==> config.mk <==
export PLATFORM = sky130hd
export DESIGN_NAME = pid_pwm_driver
export DESIGN_NICKNAME = d
export VERILOG_FILES = /design/src/rtl/pid_pwm_driver.sv
export SDC_FILE = /design/constraint.sdc
export NUM_CORES = 1
export LEC_CHECK = 0
export BUFFER_PORTS_ARGS = -buffer_cell sky130_fd_sc_hd__buf_2
export CORE_AREA = 5 5 134 136
export CTS_CLUSTER_SIZE = 24
export DETAILED_ROUTE_END_ITERATION = 6
export DIE_AREA = 0 0 139 141
export PLACE_DENSITY = 0.55
export SYNTH_ARGS = -nofsm -noshare
export SYNTH_HDL_FRONTEND = slang
export SYNTH_SLANG_ARGS = --single-unit
==> constraint.sdc <==
create_clock -name clock -period 2.9 [get_ports clock]
set_input_delay 0.145 -clock clock [delete_from_list [all_inputs] [get_ports clock]]
set_output_delay 0.145 -clock clock [all_outputs]
set_load 0.05 [all_outputs]
==> src/rtl/pid_pwm_driver.sv <==
// Turns the pid's signed fixed-point output into sign/magnitude PWM for an H-bridge, with dead time on reversal.
// Outputs are decoded combinationally from registered state (zero latency); there is no backpressure, and u is sampled only at period boundaries.
module pid_pwm_driver #(
  parameter int D_WIDTH   = 32,
  parameter int FRAC_BITS = 15,
  parameter int PERIOD    = 1000,
  parameter int CNT_WIDTH = 10,
  parameter int DEADTIME  = 8
) (
  input  logic               clock,
  input  logic               reset,
  input  logic               enable,
  input  logic [D_WIDTH-1:0] u,
  output logic               pwm_out,
  output logic               dir_out,
  output logic               sample_strobe,
  output logic               saturated
);

  localparam int MW = D_WIDTH + 1;
  localparam int PW = FRAC_BITS + 1 + CNT_WIDTH;
  localparam logic [MW-1:0]      FULL_EXT = MW'(1) << FRAC_BITS;
  localparam logic [FRAC_BITS:0] FULL     = {1'b1, {FRAC_BITS{1'b0}}};

  typedef enum logic {IDLE, RUN} state_t;

  state_t               state, state_nxt;
  logic [CNT_WIDTH-1:0] cnt, cnt_nxt;
  logic [CNT_WIDTH-1:0] dt_cnt, dt_nxt;
  logic [CNT_WIDTH-1:0] duty_reg;
  logic                 dir_reg, sat_reg;
  logic                 load;

  // One extra bit so the most negative u still has a representable magnitude.
  logic [MW-1:0]        u_ext, mag;
  logic                 mag_sat;
  logic [FRAC_BITS:0]   mag_clip;
  logic [PW-1:0]        prod;
  logic [CNT_WIDTH-1:0] duty_new;
  logic                 dir_new;
  logic                 unused_prod_bits;

  assign u_ext    = {u[D_WIDTH-1], u};
  assign mag      = u[D_WIDTH-1] ? (~u_ext + MW'(1)) : u_ext;
  assign mag_sat  = mag > FULL_EXT;
  assign mag_clip = mag_sat ? FULL : mag[FRAC_BITS:0];
  assign prod     = PW'(mag_clip) * PW'(PERIOD);
  assign duty_new = prod[FRAC_BITS +: CNT_WIDTH];
  assign dir_new  = u[D_WIDTH-1];
  assign unused_prod_bits = ^{prod[PW-1], prod[FRAC_BITS-1:0]};

  always_comb begin
    state_nxt = state;
    cnt_nxt   = cnt;
    dt_nxt    = dt_cnt;
    load      = 1'b0;
    case (state)
      IDLE: begin
        cnt_nxt = '0;
        if (enable) begin
          state_nxt = RUN;
          load      = 1'b1;
        end
      end
      RUN: begin
        if (!enable) begin
          state_nxt = IDLE;
          cnt_nxt   = '0;
          dt_nxt    = '0;
        end else begin
          if (dt_cnt != '0) dt_nxt = dt_cnt - 1'b1;
          if (cnt == CNT_WIDTH'(PERIOD - 1)) begin
            cnt_nxt = '0;
            load    = 1'b1;
          end else begin
            cnt_nxt = cnt + 1'b1;
          end
        end
      end
      default: state_nxt = IDLE;
    endcase
    // A reversal at a load restarts the dead-time window for the new period.
    if (load && (dir_new != dir_reg)) dt_nxt = CNT_WIDTH'(DEADTIME);
  end

  always_ff @(posedge clock or negedge reset) begin
    if (!reset) begin
      state    <= IDLE;
      cnt      <= '0;
      dt_cnt   <= '0;
      duty_reg <= '0;
      dir_reg  <= 1'b0;
      sat_reg  <= 1'b0;
    end else begin
      state  <= state_nxt;
      cnt    <= cnt_nxt;
      dt_cnt <= dt_nxt;
      if (load) begin
        duty_reg <= duty_new;
        dir_reg  <= dir_new;
        sat_reg  <= mag_sat;
      end
    end
  end

  assign pwm_out       = (state == RUN) && (cnt < duty_reg) && (dt_cnt == '0);
  assign sample_strobe = (state == RUN) && (cnt == '0);
  assign dir_out       = dir_reg;
  assign saturated     = sat_reg;

endmodule
## After elaboration in Yosys (flattened, before gate mapping)

Cells that the tools add are included.

| storage, ports and cells | value |
|---|---|
| input port bits | 35 |
| bits in registers | 33 |
| word-level logic and storage cells | 39 |
| output and inout bits | 4 |

| cells by class | value |
|---|---|
| multipliers | 1 |
| multiplexer cells | 13 |
| order comparisons | 2 |
| bitwise operators | 2 |
| equal/unequal tests | 3 |
| $add $sub $neg | 3 |
| reductions and logical operators | 9 |

Operator list:

| cell | number |
|---|---|
| 2-to-1 mux 10 bit | 6 |
| adder 33 x 1 -> 33 bit (second input constant) | 1 |
| greater-than comparator 33 x 16 -> 1 bit (second input constant) | 1 |
| 2-to-1 mux 33 bit | 1 |
| NOT 33 bit | 1 |
| multiplier 16 x 7 -> 22 bit (second input constant) | 1 |
| zero test 10 bit | 2 |
| one-hot mux 10 bit (2 select lines) | 1 |
| 2-to-1 mux 16 bit | 1 |
| adder 10 x 1 -> 10 bit (second input constant) | 1 |
| equality test 10 bit (second input constant) | 1 |
| less-than comparator 10 bit | 1 |
| nonzero test 10 bit | 1 |
| subtractor 10 x 1 -> 10 bit (second input constant) | 1 |
| logical AND 1 bit | 4 |
| 2-to-1 mux 1 bit | 3 |
| inequality test 3 x 1 -> 1 bit (second input constant) | 1 |
| one-hot mux 1 bit (2 select lines) | 1 |
| AND reduction 2 bit | 1 |
| nonzero test 2 bit | 1 |
| inequality test 1 bit | 1 |
| NOT 1 bit | 1 |

## Logic depth before layout (Yosys ltp)

Gate-level depths: netlist of the first run.

| logic depth | value |
|---|---|
| depth in word-level cells | 7 |
| gate-level depth with buffers | 29 |
| gate-level depth less buffers | 26 |

## Least setup slack after synthesis of the first run

Ideal clock, no wire load.

| timing | value |
|---|---|
| path type | input to register |
| start | input u[0] |
| end | register duty_reg[2] |
| required time | 2.831 ns |
| buffers on the path | 3 |
| arrival time | 6.707 ns |
| setup slack | -3.876 ns |
| library setup time | 0.069 ns |
| stages | 26 |
| path through | inv_1 ha_1 clkbuf_2 or4b_1 buf_2 nor4_2 nand3_1 o211a_1 a211oi_1 and4_4 nand2_1 clkbuf_1 or2_2 fa_1 fa_1 fa_1 fa_1 inv_1 ha_1 a21o_1 a21o_1 a21oi_1 a21oi_1 or2_2 or4_1 nand3_1 |

| on the way | value |
|---|---|
| cells in the longest elaborated chain, start to end | 6 |

Ends and longest elaborated chain:

| element | line | text |
|---|---|---|
| start, declared | 13 | `input logic [D_WIDTH-1:0] u,` |
| NOT 33 bit | 44 | `assign mag = u[D_WIDTH-1] ? (~u_ext + MW'(1)) : u_ext;` |
| adder 33 x 1 -> 33 bit | 44 |  |
| 2-to-1 mux 33 bit (*) | 44 |  |
| greater-than comparator 33 x 16 -> 1 bit | 45 | `assign mag_sat = mag > FULL_EXT;` |
| 2-to-1 mux 16 bit (*) | 46 | `assign mag_clip = mag_sat ? FULL : mag[FRAC_BITS:0];` |
| multiplier 16 x 7 -> 22 bit (*) | 47 | `assign prod = PW'(mag_clip) * PW'(PERIOD);` |
| end signal, assigned | 99 | `duty_reg <= duty_new;` |
| end, declared | 30 | `logic [CNT_WIDTH-1:0] duty_reg;` |

Mark *: on every way between the ends. The rest lies on a longest branch, timed or not.
A chain may end at the register's enable or synchronous reset.

## Worst setup path after layout of the first run

| timing | value |
|---|---|
| start | input u[1] |
| end | register duty_reg[6] |

Same word-level chain as after synthesis.

==> summary by stage, run 1 <==
Setup path
For this run, the slowest stage of the critical path takes 570 ps. The launch instance of the worst register-to-register path is cnt[1]. The worst setup path is captured at a register. Data arrives at the worst endpoint at 6160 ps. Along the worst path, the maximum fanout reaches 6. The worst setup path is launched from a primary input. The required time reported for the critical path endpoint is 3080 ps. The worst register-to-register path ends at dt_cnt[9].

The worst register-to-register path has a setup slack of 200 ps. The dominant cell type by count on the critical path is sky130_fd_sc_hd__fa_1. The number of cells on the worst reg-to-reg path is 10. The worst setup path is of the in -> reg kind. The largest individual stage delay along the critical path comes from the cell sky130_fd_sc_hd__fa_1.

Placed design
The HPWL after detailed placement is 12.64 mm. The cell count after placement is 1072. The area after detailed placement is 7472 µm². The number of buffers inserted by port buffering is 38. The congestion estimate from routability-driven global placement came to 0.8735.

Timing
Dividing the final minimum period by the clock period gives 2.065. Setup repair after global routing could not meet its margin everywhere. The upper clock frequency limit is 167.0 MHz.

The max-slew violation count was 0. The final critical-path required period is 5988 ps. The hold violation total from the final report came to 0. The sum of negative setup slack is -30070 ps.

Setup slack on the critical path of the routed design comes to -3088 ps. The total setup violations reported at the end of the flow is 10. At the pin with the least slew margin, the transition time is 744.6 ps. The headroom to the max-slew limit is 0.5036. The clock tree skew after final layout is 9.582 ps.

Route
The number of DRC markers in iteration 0 is 252. The number of nets still failing antenna checks after routing is 0. The remaining routing DRC violations is 0. The number of vias in the routed layout is 5564. Before antenna repair, the detailed router went through 5 iterations. The detail-routed via count per cell is 5.054. After detailed routing, the total wire length is 15.23 mm.

The routed wirelength normalized by instance count is 13.83 µm.

Hold path
The instance count along the most critical hold path is 1. The startpoint of the most critical hold path is enable. The path with the worst hold slack has its endpoint at state. The type of the worst min-delay path is in -> reg.

Global routing
The number of antenna violations at the first check in global routing was 0. The number of global-route vias before repair came to 5803. The largest net degree at the start of global routing is 34.

The overflow left after global routing is 0. The all-layer global routing usage is 0.1532. The first global-routing pass estimated 25.99 mm of wire.

Synthesis
After synthesis the netlist holds a flip-flop and latch count of 33. The number of distinct library cells after synthesis is 75. The average footprint of a synthesized cell is 8.444 µm². The share of flip-flops with an asynchronous set or reset is 1.000. The number of instances in the synthesized netlist is 669. During synthesis, Yosys emitted a total of 0 warnings. Among all flip-flop cells after synthesis, the most frequent one is sky130_fd_sc_hd__dfrtp_1. In the post-synthesis netlist, the biggest area contributors are sky130_fd_sc_hd__fa_1, sky130_fd_sc_hd__dfrtp_1, sky130_fd_sc_hd__ha_1.

The cell type contributing the most total cell area after synthesis is sky130_fd_sc_hd__fa_1. When the netlist entered floorplanning its net count stood at 817. The cell area after synthesis is 5649 µm².

The share of Yosys cell area claimed by the top area cell type is 0.1878. Of the synthesized area, sequential elements account for 0.1462. Yosys mapped a number of flops with a built-in enable equal to 0.

Clocking
The total clock sinks is 33. In this run the deepest clock path goes through 2 buffers. The clock slew seen by the registers of the worst setup and hold paths is 60 ps. For the worst-skew pair, the clock arrives at the later sink with an insertion delay of 280 ps. TritonCTS built the clock tree. The number of levels the H-tree was split into is 2. TritonCTS created 5 clock buffers. In this run the clock root is driven by a sky130_fd_sc_hd__clkbuf_16.

Finish
The fraction of final layout cells sized beyond drive strength 1 is 0.3767. For this run, the post-layout net count is 1024. The utilization after layout is 0.4819.

Relative to the synthesized area, the layout overhead comes to 43.46%. The library cell used most frequently in the layout, excluding fill and tap cells, is sky130_fd_sc_hd__buf_4. 0 antenna diodes ended up in the layout. The library cells used most frequently in the layout, excluding fill and tap cells, are sky130_fd_sc_hd__buf_4, sky130_fd_sc_hd__inv_1, sky130_fd_sc_hd__ha_1. Leaving out filler cells and counting taps, the final layout contains 1101.

The design area is 8104 µm².

Job
The tool flagged a number of max-cap violations equal to 0.

Outcome
The checks that failed: negative setup slack. The run finished, with violations left.

Floorplanning
Measured along the y axis, the die boundary spans 141 µm. The area enclosed by the die boundary is 19600 µm². 39 I/O pins were placed. The initial standard-cell utilization of the core is 0.3359. The initialized floorplan defines 48 standard-cell rows.

The die width is 139 µm. The region available for standard cell placement spans 16820 µm².

Pwr
Across the VDD grid, the largest voltage drop is 0.2638 mV. Summing internal, switching and leakage power gives 1785 µW. In this run the static leakage power is 0.003861 µW. The total power per unit cell area is 220.2 nW/µm².
## worst max-delay path by stage
| stage | from | to | cells past startpoint |
|---|---|---|---|
| finish | u[1] | duty_reg[6] | 26 |
| CTS | u[1] | duty_reg[2] | 28 |
| detailed placement | u[1] | duty_reg[6] | 25 |
| global route | u[1] | duty_reg[6] | 27 |
| global placement | u[1] | duty_reg[9] | 29 |
| floorplan | u[1] | duty_reg[6] | 26 |
## cells in the mapped netlist, types with 3 or more instances
cell	number
sky130_fd_sc_hd__a211o_1	3
sky130_fd_sc_hd__nand2_1	34
sky130_fd_sc_hd__nand2b_1	7
sky130_fd_sc_hd__o31ai_1	12
sky130_fd_sc_hd__nor4_1	7
sky130_fd_sc_hd__nor2b_1	4
sky130_fd_sc_hd__xnor2_1	18
sky130_fd_sc_hd__dfrtp_1	33
sky130_fd_sc_hd__xor2_1	16
sky130_fd_sc_hd__nor2_1	43
sky130_fd_sc_hd__a31oi_1	6
sky130_fd_sc_hd__o21ai_0	26
sky130_fd_sc_hd__o21bai_1	4
sky130_fd_sc_hd__a21o_1	16
sky130_fd_sc_hd__a211oi_1	3
sky130_fd_sc_hd__o211ai_1	6
sky130_fd_sc_hd__o21a_1	4
sky130_fd_sc_hd__a21oi_1	31
sky130_fd_sc_hd__nor3_1	23
sky130_fd_sc_hd__or2_2	16
sky130_fd_sc_hd__mux2i_1	4
sky130_fd_sc_hd__inv_1	110
sky130_fd_sc_hd__or3_1	12
sky130_fd_sc_hd__nand3_1	18
sky130_fd_sc_hd__nand4_1	9
sky130_fd_sc_hd__ha_1	60
sky130_fd_sc_hd__a2111oi_0	3
sky130_fd_sc_hd__clkbuf_1	16
sky130_fd_sc_hd__and3_1	7
sky130_fd_sc_hd__or4_1	10
sky130_fd_sc_hd__fa_1	53
## area by class of cell
type	count	area [µm²]
multi-input combinational	504	4747
inverter	111	446.7
timing repair buffer	221	1643
clock buffer	5	125.1
clock inverter	2	35.03
fill	1603	8712
sequential	33	825.8
tap	225	281.5
## worst max-delay path: cells and delay by family
family	cells	cell delay, ps
compound gates	9	1400
fa+ha+maj	6	2350
buf+inv	5	480
simple gates	6	1780
## power breakdown
group,leakage (µW),internal (µW),switching [µW]
Sequential,0.000424,530,67.0
Combinational,0.00336,282,320
Clock,0.0000797,398,187
Total,0.00386,1210,574
## per-stage QoR
| step | worst slack (ps) | hold WS (ps) |
|---|---|---|
| 2_1_floorplan | -3331 | -150.6 |
| 3_3_place_gp | -3504 | 247.5 |
| 3_5_place_dp | -3571 | 252.9 |
| 4_1_cts | -3102 | 62.96 |
| 5_1_grt | -3298 | 67.68 |
| 6_report | -3088 | 63.59 |
## cell families after synthesis
kind of cell | synth area share
compound gates | 0.1867
buf+inv | 0.08837
simple gates | 0.1982
mux | 0.007088
flops | 0.1462
xor+xnor | 0.05271
fa+ha+maj | 0.3207
## routing by layer
| layer | global-route usage | vias to the layer above | share of wire |
|---|---|---|---|
| met2 | 0.2838 | 88 | 0.51 |
| met1 | 0.1968 | 2710 | 0.45 |
| met5 | 0 | - | 0 |
| met3 | 0.01052 | 18 | 0.023 |
| li1 | - | 2748 | - |
| met4 | 0.03193 | 0 | 0.014 |
## repair_timing
| item | CTS | global route |
|---|---|---|
| cloned | 1 | 0 |
| setup buffers | 19 | 2 |
| endpoints found under the hold margin | 33 | 0 |
| setup endpoints to repair | 11 | 14 |
| pin swaps | 52 | 20 |
| hold buffers | 1 | 0 |
| resized for setup | 48 | 34 |
No activity file was read; power rests on OpenSTA's default activity.
==> run 2: changes to the inputs <==
--- a/config.mk
+++ b/config.mk
@@ -6,11 +6,15 @@
 export NUM_CORES = 1
 export LEC_CHECK = 0
 export BUFFER_PORTS_ARGS = -buffer_cell sky130_fd_sc_hd__buf_2
+export CAP_MARGIN = 15
+export CELL_PAD_IN_SITES_DETAIL_PLACEMENT = 0
+export CELL_PAD_IN_SITES_GLOBAL_PLACEMENT = 1
 export CORE_AREA = 5 5 134 136
+export CTS_BUF_LIST = sky130_fd_sc_hd__clkbuf_16
 export CTS_CLUSTER_SIZE = 24
 export DETAILED_ROUTE_END_ITERATION = 6
 export DIE_AREA = 0 0 139 141
-export PLACE_DENSITY = 0.55
+export PLACE_DENSITY = 0.67
 export SYNTH_ARGS = -nofsm -noshare
 export SYNTH_HDL_FRONTEND = slang
 export SYNTH_SLANG_ARGS = --single-unit
==> run 2 against run 1 <==
The flow still finishes with violations (negative setup slack). Final cell count grew 0.27%. Power shrank 5.1%. Setup slack got worse by 52 ps. Count of clock-buffer cells in the layout unchanged. Non-clock buffer count rose by 3. Register-to-register slack about the same. Critical path type unchanged. Via count is 1.9% lower.
==> summary by stage, run 2 (synthesis results as in run 1) <==
Clocking
The CTS tree is yes. The number of buffers inserted during clock tree synthesis is 5 (unchanged). The clock root buffer is sky130_fd_sc_hd__clkbuf_16. The number of buffers on the longest clock path is 2 (unchanged).

The source-to-sink clock delay at the later pin of the worst-skew pair is 270 ps (about the same). The clock slew seen by the registers of the worst setup and hold paths is 50 ps (about the same). The total clock sinks is 33 (unchanged). The number of levels the H-tree was split into is 2 (unchanged).

Setup path
The capture point of the worst reg-to-reg path is dt_cnt[9]. The setup slack of the most critical reg-to-reg path was 190 ps (about the same). The combined buffer and inverter count along the critical path came to 6 (+1). STA classifies the critical path startpoint as a primary input. The capturing element type of the critical path is a register. The critical-path cell with the highest stage delay is sky130_fd_sc_hd__or4b_4. The required time reported for the critical path endpoint was 3100 ps (+20 ps).

The gate family responsible for the most delay along the worst path is simple AND/OR/NAND/NOR gates. The launch instance of the worst register-to-register path is cnt[1]. The number of cells traversed by the worst register-to-register path was 10 (unchanged). The peak per-stage delay on the critical path is 520 ps (-50 ps). In this design, the critical path's most frequently occurring cell is sky130_fd_sc_hd__fa_1.

The maximum fanout encountered on the critical timing path was 5 (-1). The origin of the worst setup path is u[1]. The critical path start-end classification is in -> reg. The data arrival time at the worst-slack endpoint is 6250 ps (+90 ps).

Pwr
The leakage power was 0.003843 µW (-0.48%). The worst-case vdd ir drop came to 0.2411 mV (-8.6%). The total power per unit cell area came to 209.5 nW/µm² (-4.9%).

Hold path
The instance count along the most critical hold path is 1 (unchanged). The startpoint of the most critical hold path is enable. For hold timing, the worst endpoint is state. The tightest min-delay check is of the in -> reg type.

Timing
The worst setup margin is -3140 ps (-52.27 ps). The final critical-path required period is 6040 ps (+52.27 ps). The headroom to the max-slew limit is 0.5055 (+0.001866). Setup repair after global routing could not meet its margin everywhere. The clock tree skew after final layout is 9.633 ps (+0.05188 ps). The total setup violations reported at the end of the flow is 10 (unchanged). The share of the clock period used by the worst path came to 2.083 (+0.01802). The max-slew violation count is 0 (unchanged). The measured slew at the worst slew-check pin came to 741.8 ps (-2.799 ps). The hold violation total from the final report is 0 (unchanged). The upper clock frequency limit is 165.6 MHz (-0.87%).

Route
The number of DRC markers in iteration 0 is 196 (-22%). The number of nets still failing antenna checks after routing is 0 (unchanged). The remaining routing DRC violations is 0 (unchanged). The number of vias in the routed layout is 5458 (-1.9%). The detail-routed via count per cell is 4.944 (-2.2%). The routed wirelength normalized by instance count is 13.60 µm (-1.7%). The length of the first detailed-routing pass in iterations is 5 (unchanged). The routed wire length is 15.02 mm (-1.4%).

Global routing
The number of antenna violations at the first check in global routing is 0 (unchanged). The all-layer global routing usage is 0.1537 (+0.0004300). The overflow left after global routing is 0 (unchanged). The wire length of the first global-routing pass was 25.79 mm (-0.74%). The largest net degree at the start of global routing is 34 (unchanged). The number of global-route vias before repair is 5719 (-1.4%).

Placed design
The cell count after placement is 1073 (+0.093%). The number of buffers inserted by port buffering was 38 (unchanged). The HPWL after detailed placement is 12.66 mm (+0.13%).

The weighted congestion reported at the end of routability-driven placement is 0.8997 (+3.0%). The area after detailed placement is 7480 µm² (+0.10%).

Floorplanning
The initial standard-cell utilization of the core is 0.3359 (unchanged). The total core area was 16820 µm² (unchanged). The I/O pin count was 39 (unchanged).

The row count is 48 (unchanged). The area enclosed by the die boundary was 19600 µm² (unchanged). The die width came to 139 µm (unchanged). The overall die height is 141 µm (unchanged).

Finish
The number of diodes came to 0 (unchanged). The commonest non-fill, non-tap cell in the layout is sky130_fd_sc_hd__buf_4. The area growth from synthesis to layout is 43.06%. Leaving out fill and tap cells, the most frequent cells in the layout are sky130_fd_sc_hd__buf_4, sky130_fd_sc_hd__inv_1, sky130_fd_sc_hd__fa_1, sky130_fd_sc_hd__ha_1, sky130_fd_sc_hd__nor2_1. The net total in the final layout is 1027 (+0.29%). The post-route non-filler standard cell count is 1104 (+0.27%). The utilization after layout was 0.4806 (-0.001340). The design area is 8082 µm² (-0.28%). The fraction of final layout cells sized beyond drive strength 1 is 0.3766 (about the same).

Outcome
The flow ran to the end, but the final reports show violations. The checks that failed: negative setup slack.

Job
The total of max-cap violations is 0 (unchanged).
## run 2: cell count changes in the layout (fill, tap and decap cells not counted), sizes merged
cell    change
buf         +3
bufinv      -1
inv         +1
## run 2: timing repair
item / 4_1_cts / 5_1_grt
endpoints found under the setup margin: 11 / 15
cloned: 0 / 0
setup buffers: 14 / 10
pin swaps: 41 / 22
resized for setup: 32 / 42
hold endpoints to repair: 33 / 0
hold buffers: 1 / 0
## run 2: metal layers
metal | track usage | wire length, µm | vias up
met2 | 0.2802 | 7790 | 75
met3 | 0.01085 | 326 | 14
li1 | - | - | 2747
met4 | 0.03450 | 159 | 0
met5 | 0 | 0 | -
met1 | 0.1998 | 6740 | 2622
## run 2: how the worst max path moves through the flow
stage	end	cells past startpoint
final	duty_reg[2]	26
after global routing	duty_reg[2]	29
after CTS	duty_reg[6]	26
after detailed placement	duty_reg[6]	27
after global placement	duty_reg[6]	25
after floorplan	duty_reg[6]	26
## run 2: worst register-to-register path: cells and delay by family (launching register included)
family,cells,cell delay (ps)
AO/OA/AOI/OAI,2,530
buffers and inverters,1,130
AND/OR/NAND/NOR,6,1400
adder cells (fa/ha/maj),1,200
flip-flops,1,350
## run 2: report_power, final
group / internal (µW) / switching (µW)
registers: 530 / 65.8
clock network: 306 / 172
logic: 288 / 331
## run 2: per-stage QoR
| step | total power, µW | hold slack (ps) | TNS [ps] | setup WS, ps |
|---|---|---|---|---|
| 2_1_floorplan | 957.0 | -150.6 | -32230 | -3331 |
| 3_3_place_gp | 1157 | 249.2 | -34810 | -3572 |
| 3_5_place_dp | 1187 | 263.5 | -35660 | -3717 |
| 4_1_cts | 1689 | 71.48 | -30860 | -3213 |
| 5_1_grt | 1809 | 72.75 | -33100 | -3379 |
| 6_report | 1693 | 74.74 | -30400 | -3140 |
## run 2: layout make-up
| cell class | instances | area [µm²] |
|---|---|---|
| fill | 1581 | 8735 |
| multi-input combinational | 504 | 4748 |
| timing repair buffer | 224 | 1647 |
| sequential | 33 | 825.8 |
| inverter | 111 | 446.7 |
| tap | 225 | 281.5 |
| clock buffer | 5 | 125.1 |
| clock inverter | 2 | 7.507 |
==> run 3: changes to the inputs <==
--- a/config.mk
+++ b/config.mk
@@ -10,7 +10,6 @@
 export CELL_PAD_IN_SITES_DETAIL_PLACEMENT = 0
 export CELL_PAD_IN_SITES_GLOBAL_PLACEMENT = 1
 export CORE_AREA = 5 5 134 136
-export CTS_BUF_LIST = sky130_fd_sc_hd__clkbuf_16
 export CTS_CLUSTER_SIZE = 24
 export DETAILED_ROUTE_END_ITERATION = 6
 export DIE_AREA = 0 0 139 141
==> run 3 against run 2 <==
The run still ends with negative setup slack left. Setup slack better by 2.2 ps. Core utilization up 0.20 points. Power up 1.9%. Sequential share of layout area about the same. Final cell count unchanged. Clock skew down 0.63 ps. First-iteration DRC count up 4.1%. Combinational power about the same. Cell area up 0.42%.
==> summary by stage, run 3 (synthesis results as in run 1) <==
Pwr
The leakage power is 0.003866 µW (+0.59%). The total power per unit cell area was 212.7 nW/µm² (+1.5%). The post-layout total power came to 1726 µW (+1.9%). The worst-case vdd ir drop is 0.2415 mV (+0.17%).

Finish
Leaving out fill and tap cells, the most frequent cell in the layout is sky130_fd_sc_hd__buf_4. The net total in the final layout was 1027 (unchanged). The number of diodes is 0 (unchanged). The fraction of final layout cells sized beyond drive strength 1 is 0.3811 (+0.004551). The area growth from synthesis to layout is 43.65%. The utilization after layout is 0.4826 (+0.002009). The top cell types in the final layout, fill and taps aside, are sky130_fd_sc_hd__buf_4, sky130_fd_sc_hd__inv_1, sky130_fd_sc_hd__fa_1, sky130_fd_sc_hd__ha_1, sky130_fd_sc_hd__nor2_1. The count of filler cells inserted in the layout was 1580 (-0.063%). The post-route non-filler standard cell count is 1104 (unchanged).

Setup path
The capturing element type of the critical path is a register. The combined buffer and inverter count along the critical path is 6 (unchanged). The gate family responsible for the most delay along the worst path is simple AND/OR/NAND/NOR gates. The dominant cell type by count on the critical path is sky130_fd_sc_hd__fa_1. The worst setup path is launched from a primary input. The peak per-stage delay on the critical path is 520 ps (about the same). The critical-path cell with the highest stage delay is sky130_fd_sc_hd__or4b_4.

The critical path start-end classification is in -> reg. The maximum fanout encountered on the critical timing path was 5 (unchanged). The required time reported for the critical path endpoint was 3110 ps (about the same). The data arrival time at the worst-slack endpoint is 6240 ps (about the same).

Clocking
The source-to-sink clock delay at the later pin of the worst-skew pair was 270 ps (about the same). The number of levels the H-tree was split into is 2 (unchanged). The number of buffers inserted during clock tree synthesis is 5 (unchanged). The total clock sinks came to 33 (unchanged). The clock root buffer is sky130_fd_sc_hd__clkbuf_16. TritonCTS built the clock tree.

The clock slew seen by the registers of the worst setup and hold paths is 50 ps (about the same). The number of buffers on the longest clock path is 2 (unchanged).

Timing
The upper clock frequency limit is 165.6 MHz (about the same). The final hold slack came to 72.04 ps (-2.695 ps). The measured slew at the worst slew-check pin is 743.1 ps (+1.357 ps). The sum of negative setup slack is -30400 ps (-3.300 ps). The max-slew violation count is 0 (unchanged). The total setup violations reported at the end of the flow was 10 (unchanged).

The headroom to the max-slew limit came to 0.5046 (-0.0009040). Setup repair after global routing could not meet its margin everywhere. The share of the clock period used by the worst path is 2.082 (about the same).

The clock tree skew after final layout was 9.000 ps (-0.6338 ps). The worst setup margin is -3138 ps (+2.230 ps). The hold violation total from the final report is 0 (unchanged). The final critical-path required period was 6038 ps (-2.230 ps).

Global routing
The overflow left after global routing is 0 (unchanged). The wire length of the first global-routing pass came to 25.79 mm (about the same). The largest net degree at the start of global routing came to 34 (unchanged). The number of antenna violations at the first check in global routing is 0 (unchanged). The number of global-route vias before repair is 5718 (-0.017%).

The all-layer global routing usage is 0.1536 (about the same).

Placed design
The weighted congestion reported at the end of routability-driven placement was 0.8997 (unchanged). The cell count after placement is 1073 (unchanged). The number of buffers inserted by port buffering is 38 (unchanged). The HPWL after detailed placement is 12.66 mm (unchanged).

Route
The routed wirelength normalized by instance count is 13.58 µm (-0.13%). The number of nets still failing antenna checks after routing was 0 (unchanged). The length of the first detailed-routing pass in iterations is 5 (unchanged). The number of vias in the routed layout came to 5460 (+0.037%). The detail-routed via count per cell is 4.946 (about the same). The routed wire length is 15.00 mm (-0.13%). The number of DRC markers in iteration 0 is 204 (+4.1%).

The remaining routing DRC violations is 0 (unchanged).

Hold path
In this run the worst hold path is classified as in -> reg.

Floorplanning
The area enclosed by the die boundary is 19600 µm² (unchanged). The die width is 139 µm (unchanged). The row count is 48 (unchanged). The overall die height is 141 µm (unchanged). The initial standard-cell utilization of the core is 0.3359 (unchanged). The I/O pin count is 39 (unchanged). The total core area is 16820 µm² (unchanged).

Outcome
The checks that failed: negative setup slack. The run finished, with violations left.

Job
The total of max-cap violations is 0 (unchanged).
[run 3: what timing repair did]
item / CTS / global route
hold buffers: 1 / 0
endpoints found under the setup margin: 11 / 15
hold endpoints to repair: 33 / 0
cloned: 0 / 0
setup buffers: 14 / 10
pin swaps: 41 / 26
gates resized for setup: 32 / 46
[run 3: routing by layer]
layer	GRT usage	share of wire	up-vias
met5	0	0	-
met4	0.03450	0.010	0
met3	0.01085	0.022	13
met2	0.2800	0.52	81
met1	0.2000	0.45	2620
li1	-	-	2746
[run 3: worst register-to-register path, stage by stage, from the launching register on]
cell	delay (ps)
sky130_fd_sc_hd__dfrtp_1	350
sky130_fd_sc_hd__buf_4	130
sky130_fd_sc_hd__ha_1	200
sky130_fd_sc_hd__nand3_1	90
sky130_fd_sc_hd__o41a_1	360
sky130_fd_sc_hd__nand2b_1	190
sky130_fd_sc_hd__nor2_2	170
sky130_fd_sc_hd__nor2b_1	90
sky130_fd_sc_hd__or4_4	520
sky130_fd_sc_hd__or3_1	330
sky130_fd_sc_hd__a21oi_1	170
[run 3: area by class of cell]
type                       count  area (µm²)  share of cell area
inverter                     111       446.7             0.05504
tap                          225       281.5             0.03469
sequential                    33       825.8              0.1018
multi-input combinational    504        4772              0.5880
timing repair buffer         224        1647              0.2029
clock buffer                   7       142.6             0.01758
[run 3: final timing paths]
| path | startpoint | to | slack (ps) | cells past startpoint |
|---|---|---|---|---|
| max in group asynchronous | reset | dt_cnt[4] | 1940 | 2 |
| min in group asynchronous | reset | cnt[5] | 480 | 2 |
| hold reg to reg | duty_reg[1] | duty_reg[1] | 480 | 2 |
| hold / removal | enable | state | 70 | 1 |
| setup reg to reg | cnt[1] | dt_cnt[9] | 200 | 10 |
| setup / recovery | u[1] | duty_reg[2] | -3140 | 26 |
[run 3: power breakdown]
group	switching, µW	total (µW)	internal, µW
logic	332	621	289
clock network	173	509	336
registers	65.6	596	530
[run 3: stage by stage]
step	area, µm²	setup slack [ps]
4_1_cts	7851	-3213
6_report	8115	-3138
3_3_place_gp	7480	-3572
2_1_floorplan	5909	-3331
5_1_grt	8115	-3380
3_5_place_dp	7480	-3717
